[src/rtl/posit_binary_if.sv]
// posit_binary_if
//   Handshake bundle for the posit<8,1> to 16-bit integer decoder.
//   Input side:  in_valid / in_ready / posit_in  (producer -> decoder)
//   Output side: out_valid / out_ready / binary_out / nar  (decoder -> consumer)
//   master: the producer/consumer environment around the decoder.
//   slave:  the decoder itself.
interface posit_binary_if;
  logic        in_valid;
  logic        in_ready;
  logic [7:0]  posit_in;
  logic        out_valid;
  logic        out_ready;
  logic [15:0] binary_out;
  logic        nar;

  modport master (
    output in_valid, posit_in, out_ready,
    input  in_ready, out_valid, binary_out, nar
  );

  modport slave (
    input  in_valid, posit_in, out_ready,
    output in_ready, out_valid, binary_out, nar
  );
endinterface

[src/rtl/posit_binary.sv]
// posit_binary
//   Multi-cycle decoder from an 8-bit posit<8,1> word to a 16-bit signed
//   two's-complement integer, truncated toward zero. The regime field is
//   scanned serially, one bit per cycle; only one conversion is in flight.
// Ports:
//   clk    - rising-edge clock
//   rst_n  - asynchronous active-low reset
//   bus    - posit_binary_if.slave: in_valid/in_ready/posit_in accept side,
//            out_valid/out_ready/binary_out/nar result side
// Parameters:
//   NAR_VALUE - value presented on binary_out for the NaR input (0x80)
module posit_binary #(
  parameter logic [15:0] NAR_VALUE = 16'h8000
) (
  input  logic           clk,
  input  logic           rst_n,
  posit_binary_if.slave  bus
);

  typedef enum logic [1:0] {
    IDLE = 2'd0,
    SCAN = 2'd1,
    CALC = 2'd2,
    DONE = 2'd3
  } state_t;

  state_t      state_q, state_d;
  logic        sign_q, sign_d;
  logic [6:0]  w_q, w_d;
  logic        run_bit_q, run_bit_d;
  logic [2:0]  run_q, run_d;
  logic [2:0]  cnt_q, cnt_d;
  logic        out_valid_q, out_valid_d;
  logic [15:0] binary_out_q, binary_out_d;
  logic        nar_q, nar_d;

  logic        accept;
  logic [6:0]  w_in;
  logic        scan_bit;
  logic        first_bit;
  logic        is_term;
  logic signed [4:0] k;
  logic signed [4:0] scale;
  logic [4:0]  mant;
  logic [12:0] magnitude;
  logic [15:0] result;

  assign accept = bus.in_valid && (state_q == IDLE);

  // Magnitude of the posit body. For any input other than 0x80 the negated
  // word has a zero MSB, so the low 7 bits of the two's complement suffice.
  assign w_in = bus.posit_in[7] ? (~bus.posit_in[6:0] + 7'd1) : bus.posit_in[6:0];

  // The scanner shifts w left each cycle, so the bit under inspection is
  // always w_q[6]; after scanning, the remaining exponent/fraction bits sit
  // left-aligned with zeros shifted in behind them.
  assign scan_bit  = w_q[6];
  assign first_bit = (cnt_q == 3'd0);
  assign is_term   = !first_bit && (scan_bit != run_bit_q);

  // Scale = 2k + e, where k comes from the regime run length. A negative
  // scale means the value is below one and truncates to zero.
  always_comb begin
    k         = run_bit_q ? (signed'({2'b00, run_q}) - 5'sd1) : -signed'({2'b00, run_q});
    scale     = (k <<< 1) + signed'({4'b0000, w_q[6]});
    mant      = {1'b1, w_q[5:2]};
    magnitude = 13'd0;
    if (!scale[4]) begin
      magnitude = 13'(({12'd0, mant} << scale[3:0]) >> 4);
    end
    result = sign_q ? (16'd0 - {3'b000, magnitude}) : {3'b000, magnitude};
  end

  // Next-state and datapath updates; every register holds unless its state
  // says otherwise.
  always_comb begin
    state_d      = state_q;
    sign_d       = sign_q;
    w_d          = w_q;
    run_bit_d    = run_bit_q;
    run_d        = run_q;
    cnt_d        = cnt_q;
    out_valid_d  = out_valid_q;
    binary_out_d = binary_out_q;
    nar_d        = nar_q;

    case (state_q)
      IDLE: begin
        if (accept) begin
          sign_d    = bus.posit_in[7];
          w_d       = w_in;
          run_bit_d = 1'b0;
          run_d     = 3'd0;
          cnt_d     = 3'd0;
          if (bus.posit_in == 8'h00) begin
            binary_out_d = 16'h0000;
            nar_d        = 1'b0;
            out_valid_d  = 1'b1;
            state_d      = DONE;
          end else if (bus.posit_in == 8'h80) begin
            binary_out_d = NAR_VALUE;
            nar_d        = 1'b1;
            out_valid_d  = 1'b1;
            state_d      = DONE;
          end else begin
            state_d = SCAN;
          end
        end
      end

      SCAN: begin
        cnt_d = cnt_q + 3'd1;
        w_d   = {w_q[5:0], 1'b0};
        if (first_bit) begin
          run_bit_d = scan_bit;
        end
        if (!is_term) begin
          run_d = run_q + 3'd1;
        end
        // Stop once the terminator is consumed or the last body bit is used.
        if (is_term || (cnt_q == 3'd6)) begin
          state_d = CALC;
        end
      end

      CALC: begin
        binary_out_d = result;
        nar_d        = 1'b0;
        out_valid_d  = 1'b1;
        state_d      = DONE;
      end

      DONE: begin
        if (bus.out_ready) begin
          out_valid_d = 1'b0;
          state_d     = IDLE;
        end
      end

      default: begin
        state_d = IDLE;
      end
    endcase
  end

  // State register; reset aborts any conversion and clears the result.
  always_ff @(posedge clk or negedge rst_n) begin
    if (!rst_n) begin
      state_q      <= IDLE;
      sign_q       <= 1'b0;
      w_q          <= 7'd0;
      run_bit_q    <= 1'b0;
      run_q        <= 3'd0;
      cnt_q        <= 3'd0;
      out_valid_q  <= 1'b0;
      binary_out_q <= 16'h0000;
      nar_q        <= 1'b0;
    end else begin
      state_q      <= state_d;
      sign_q       <= sign_d;
      w_q          <= w_d;
      run_bit_q    <= run_bit_d;
      run_q        <= run_d;
      cnt_q        <= cnt_d;
      out_valid_q  <= out_valid_d;
      binary_out_q <= binary_out_d;
      nar_q        <= nar_d;
    end
  end

  assign bus.in_ready   = (state_q == IDLE);
  assign bus.out_valid  = out_valid_q;
  assign bus.binary_out = binary_out_q;
  assign bus.nar        = nar_q;

endmodule

[src/flat_wrapper.sv]
// flat-port wrapper written by rule: the top's interface ports become plain ports
module posit_binary_flat 
#(
  parameter logic [15:0] NAR_VALUE = 16'h8000
)
  (clk, rst_n, bus_in_valid, bus_posit_in, bus_out_ready, bus_in_ready, bus_out_valid, bus_binary_out, bus_nar);
  posit_binary_if bus_i ();
  input  logic clk;
  input  logic rst_n;
  input wire logic [$bits(bus_i.in_valid)-1:0] bus_in_valid;
  input wire logic [$bits(bus_i.posit_in)-1:0] bus_posit_in;
  input wire logic [$bits(bus_i.out_ready)-1:0] bus_out_ready;
  output wire logic [$bits(bus_i.in_ready)-1:0] bus_in_ready;
  output wire logic [$bits(bus_i.out_valid)-1:0] bus_out_valid;
  output wire logic [$bits(bus_i.binary_out)-1:0] bus_binary_out;
  output wire logic [$bits(bus_i.nar)-1:0] bus_nar;
  assign bus_i.in_valid = bus_in_valid;
  assign bus_i.posit_in = bus_posit_in;
  assign bus_i.out_ready = bus_out_ready;
  assign bus_in_ready = bus_i.in_ready;
  assign bus_out_valid = bus_i.out_valid;
  assign bus_binary_out = bus_i.binary_out;
  assign bus_nar = bus_i.nar;
  posit_binary #(.NAR_VALUE(NAR_VALUE)) u_core (.clk(clk), .rst_n(rst_n), .bus(bus_i));
endmodule
[config.mk]
export PLATFORM = sky130hd
export DESIGN_NAME = posit_binary_flat
export DESIGN_NICKNAME = d
export VERILOG_FILES = /design/src/rtl/posit_binary_if.sv /design/src/rtl/posit_binary.sv /design/src/flat_wrapper.sv
export SDC_FILE = /design/constraint.sdc
export NUM_CORES = 1
export LEC_CHECK = 0
export ABC_AREA = 1
export CAP_MARGIN = 15
export CORE_UTILIZATION = 40
export DETAILED_ROUTE_END_ITERATION = 7
export PLACE_DENSITY = 0.67
export SETUP_SLACK_MARGIN = 0.1
export SLEW_MARGIN = 40
export SYNTH_ARGS = -nofsm -noshare
export SYNTH_HDL_FRONTEND = slang
export SYNTH_SLANG_ARGS = --single-unit
[constraint.sdc]
create_clock -name clk -period 4 [get_ports clk]
set_input_delay 0.6 -clock clk [delete_from_list [all_inputs] [get_ports clk]]
set_output_delay 0.6 -clock clk [all_outputs]
set_load 0.005 [all_outputs]
* Word level (Yosys, flattened, before mapping)
Index checks and enable logic that the tools add are counted.
** Word-level totals
- Register bits after elaboration :: 35
- Input port bits :: 12
- Logic and storage cells :: 78
** Operators by class
- Add/subtract/negate cells :: 7
- Equal/unequal tests :: 12
- Shift operators :: 1
- Multiplexer cells :: 31
- Bitwise operators :: 1
- Reductions and logical operators :: 17
** Operators with widths (count)
- 16-bit two-way mux :: 4
- 16-bit one-hot mux with 2 select lines :: 1
- 5-bit by 4-bit << shifter with 17-bit output :: 1
- 7-bit two-way mux :: 2
- 7-bit one-hot mux with 2 select lines :: 1
- 1-bit by 13-bit subtractor with 14-bit output (first input constant) :: 1
- 13-bit two-way mux :: 1
- 3-bit one-hot mux with 2 select lines :: 2
- 3-bit AND reduction :: 4
- 2-bit two-way mux :: 5
- 8-bit equality test (second input constant) :: 1
- 8-bit zero test :: 1
- 1-bit two-way mux :: 8
- 2-bit one-hot mux with 4 select lines :: 1
- 7-bit by 1-bit adder with 7-bit output (second input constant) :: 1
- 7-bit NOT :: 1
- 3-bit by 1-bit adder with 3-bit output (second input constant) :: 2
- 3-bit two-way mux :: 2
- 2-bit by 1-bit inequality test with 1-bit output (second input constant) :: 3
- 5-bit by 2-bit adder with 5-bit output :: 1
- 2-bit equality test (second input constant) :: 2
- 4-bit two-way mux :: 1
- 2-bit inequality test (second input constant) :: 2
- 3-bit negator with 4-bit output :: 1
- other kinds (16) :: 20

* Longest topological paths before layout
- Depth after elaboration :: 8
- Depth in mapped cells :: 18
- Depth with buffers taken out :: 18

* Worst setup path before layout
OpenSTA, ideal clock, no wires.
- Kind :: register -> register
- From :: register u_core.run_q[0]
- To :: register u_core.binary_out_q[6], in the netlist u_core.bus.binary_out[6]
- Library setup time :: 117 ps
- Arrival time :: 2150 ps
- Path slack :: 1733 ps
- Cell stages (with the launch flop) :: 15
- Buffers on the path :: 0
- Clock period less this slack :: 2267 ps
- Cells stage by stage :: dfrtp_1 inv_2 ha_1 xnor2_2 nand3_1 nand2_1 nand2_1 ha_1 inv_1 a21oi_1 nand3_1 nand2_2 or2_1 nand3_1 nand2_1
** On the way
- Cells in the longest elaborated chain, start to end :: 8
- Elaborated cells between the ends (all ways) :: 9
- Those cells by class :: add/sub: 4; shift: 1; mux: 4
** RTL lines
- start: declaration :: RTL line posit_binary.sv:31 : logic [2:0] run_q, run_d;
- start signal: assignment :: RTL line posit_binary.sv:163 : run_q <= run_d;
- 3-bit negator with 4-bit output or 3-bit by 1-bit subtractor with 4-bit output (tied branches) :: RTL line posit_binary.sv:64 : k = run_bit_q ? (signed'({2'b00, run_q}) - 5'sd1) : -signed'({2'b00, run_q});
- 4-bit two-way mux (*) :: RTL line posit_binary.sv:64
- 5-bit by 2-bit adder with 5-bit output (*) :: RTL line posit_binary.sv:65 : scale = (k <<< 1) + signed'({4'b0000, w_q[6]});
- 5-bit by 4-bit << shifter with 17-bit output :: RTL line posit_binary.sv:69 : magnitude = 13'(({12'd0, mant} << scale[3:0]) >> 4);
- 13-bit two-way mux (*) :: RTL line posit_binary.sv:68 : if (!scale[4]) begin
- 1-bit by 13-bit subtractor with 14-bit output :: RTL line posit_binary.sv:71 : result = sign_q ? (16'd0 - {3'b000, magnitude}) : {3'b000, magnitude};
- 16-bit two-way mux (*) :: RTL line posit_binary.sv:71
- 16-bit one-hot mux with 2 select lines (*) :: RTL line posit_binary.sv:87 : case (state_q)
- end signal: assignment :: RTL line posit_binary.sv:166 : binary_out_q <= binary_out_d;
- end: declaration :: RTL line posit_binary.sv:34 : logic [15:0] binary_out_q, binary_out_d;
Every way passes the cells marked *; elsewhere a longest branch is shown, timed or not.
A chain may end at the register's enable or synchronous reset.

* Worst setup path after layout
- From :: register u_core.run_q[0]
- To :: register u_core.binary_out_q[10], in the netlist u_core.bus.binary_out[10]
Same word-level chain as after synthesis.

==> results.cfg <==
[hold_path]
hp-class = flip-flop to flip-flop

[die]
rows = 28
dieArea_um2 = 6700
pin_count = 31
die_w_um = 81.9
initial_core_util_pct = 42.4
dieHeight_um = 81.9
coreArea_um2 = 6030

[global_routing]
grt_max_degree = 35
grt_use_total_pct = 19.0
grt_use_met3_pct = 3.33
grt_pass1_vias = 2225
met2_usage_pct = 33.2
overflow = 0
grt_pass1_wl_um = 9870
grt_use_met1_pct = 24.1
grt_antenna_before_repair = 0
top_usage_layer = met2

[status]
outcome = complete, no violations

[layout]
syn2layout_area_growth_pct = 18.2
drive_gt1_share_pct = 7.42
fin_nets = 441
design_area_um2 = 3020
n_antenna_cell = 0
fill_cells = 631

[setup_path]
worstPathRequired_ns = 4.18
critPathMaxFanout = 11
critPathTopFamily = simple AND/OR/NAND/NOR gates
critical_path_class = flip-flop to flip-flop
start_kind = flip-flop
crit_top_cell = nand2_1
critPathMaxStageDelay_ns = 0.41
arrival_ns = 2.84
crit_chain = inv_2 -> ha_1 -> xor2_2 -> nand2_1 -> nand2_1 -> inv_2 -> nand2_2 -> ha_1 -> inv_1 -> a21oi_1 -> nand3_1 -> nand2_2 -> nand4_1 -> nand3_1 -> nand2_1
cp_slowest_cell = xor2_2
end_kind = flip-flop
cp_num_buf_inv = 3

[yosys]
muxShareOfSynthArea_pct = 0
synthAdderAreaFrac_pct = 5.39
synth_xor_area_share_pct = 2.30
ys_seq_area_share_pct = 33.3
syn_area_um2 = 2550
synth-edff-count = 0
synth_top_family_by_area = simple AND/OR/NAND/NOR gates
synth-compound-area-share_pct = 11.8
synth_nets = 412
synth_top_flop_cell = dfrtp_1
syn_inst = 389
synth_cell_type_count = 35
async_flop_share_pct = 100
yosys.area_share.simple_pct = 39.0
ys_seq_elements = 34
syn_area_per_cell_um2 = 6.56
synth_warnings = 0

[route]
postRouteAntennaNets = 0
vias_per_cell = 4.93
routed_wirelength_um = 5760
post_drt_wl_per_cell_um = 11.7
drc_errors = 0
first_pass_iters = 4
drt_iter0_markers = 112
via_count = 2432

[sta]
rsz0062_at_grt = no
worst_pin_slew_ns = 0.467
tns_ns = 0
final.period_utilization_pct = 66.7
finClkSkew_ns = 0.00588
setup-violations-final = 0
min_period_ns = 2.67
holdWs_ns = 0.473
hold_viol = 0
slew_headroom_pct = 68.9
slew_viol_final = 0
max_freq_mhz = 375

[clock_network]
tritoncts = built
cts_buffer_depth = 2
insertion_delay_ns = 0.28
ctsHoldBuffers = 0
cts_resized = 0
cts.clk_slew.worst_paths_ns = 0.08
post-cts-setup-buffer-count = 0
cts-root-buf = clkbuf_8
cts_buffers = 5
cts_max_level = 2
cts_sinks = 34

[pwr]
irDropWorstVdd_uv = 383
totalPowerFinal_w = 0.00296
p_per_area_nw_per_um2 = 980
total_leakage_power_nw = 1.55

[run]
drv_cap = 0

[placed_design]
gp_congestion = 0.866
hpwl_um = 4410
place_area_um2 = 2910
io_buffers = 30
[layout by cell type (no fill, tap or decap), drive strengths merged, types with 6 or more instances in the layout]
master / instances
clkbuf: 6
clkdlybuf4s50: 30
a21oi: 13
dfrtp: 34
ha: 11
o21ai: 31
nor2: 39
nand3: 36
inv: 40
nand2: 152
[state kept, by name, summed over array words and instances (netlist names)]
| name | cells |
|---|---|
| u_core.run_q | 3 |
| u_core.bus.nar | 1 |
| u_core.run_bit_q | 1 |
| u_core.bus.out_valid | 1 |
| u_core.state_q | 2 |
| u_core.bus.binary_out | 15 |
| u_core.sign_q | 1 |
| u_core.cnt_q | 3 |
| u_core.w_q | 7 |
[worst paths after layout]
path | slack, ns | cells past startpoint | start | end
max in group asynchronous | 2.95 | 2 | rst_n | u_core.bus.binary_out[15]
setup / recovery | 1.33 | 15 | u_core.run_q[0] | u_core.bus.binary_out[10]
hold / removal | 0.47 | 2 | u_core.bus.nar | u_core.bus.nar
min in group asynchronous | 0.73 | 2 | rst_n | u_core.run_q[2]
hold reg to reg | 0.47 | 2 | u_core.bus.nar | u_core.bus.nar
setup reg to reg | 1.33 | 15 | u_core.run_q[0] | u_core.bus.binary_out[10]
[through the flow]
step	setup WS, ns	cells	utilization (%)
2_1_floorplan	1.73	389	-
3_3_place_gp	1.27	486	48.2
3_5_place_dp	1.18	486	48.2
4_1_cts	1.35	493	50.1
5_1_grt	1.07	493	50.1
6_report	1.33	493	50.1
[final cells by class]
class | count | area, um^2 | area share, %
multi-input cells | 305 | 1490 | 49.5
flip-flops and latches | 34 | 851 | 28.2
repair buffers | 32 | 315 | 10.4
inverters | 40 | 153 | 5.06
well taps | 75 | 93.8 | 3.11
clock buffers | 6 | 82.6 | 2.74
clock inverters | 1 | 30.0 | 0.995
[cells in the mapped netlist, types with 3 or more instances]
master / number / area share [%]
buf_2: 3 / 0.59
nand2_1: 144 / 21
o21ai_0: 22 / 4.3
nor2_1: 37 / 5.4
inv_1: 33 / 4.9
clkbuf_1: 4 / 0.59
o221ai_1: 3 / 1.0
dfrtp_1: 34 / 33
nand2_2: 8 / 2.0
nand3_1: 36 / 7.1
nor3_1: 3 / 0.59
a21oi_1: 12 / 2.4
inv_2: 6 / 0.88
o21ai_1: 8 / 1.6
ha_1: 11 / 5.4
[per-layer routing]
| metal | up-vias | wire [um] |
|---|---|---|
| met5 | - | 0 |
| met4 | 0 | 25 |
| met3 | 2 | 144 |
| met2 | 35 | 2750 |
| met1 | 1095 | 2840 |
| li1 | 1300 | - |
[worst reg2reg max path, cell delays in order, from the launching register on]
cell and delay, ns:
dfrtp_1 0.40, inv_2 0.08, ha_1 0.39, xor2_2 0.41, nand2_1 0.10, nand2_1 0.13
inv_2 0.06, nand2_2 0.06, ha_1 0.15, inv_1 0.05, a21oi_1 0.20, nand3_1 0.12
nand2_2 0.14, nand4_1 0.10, nand3_1 0.11, nand2_1 0.06
[report_power, final]
part	internal, W	switching (W)
clock network	0.000200	0.000131
registers	0.000479	0.000131
logic	0.000718	0.00130
[cells by family after synthesis]
group,after synthesis
buf+inv,50
compound gates,53
xor+xnor,5
fa+ha+maj,11
simple gates,236
flops,34
No activity file was read; power rests on OpenSTA's default activity.
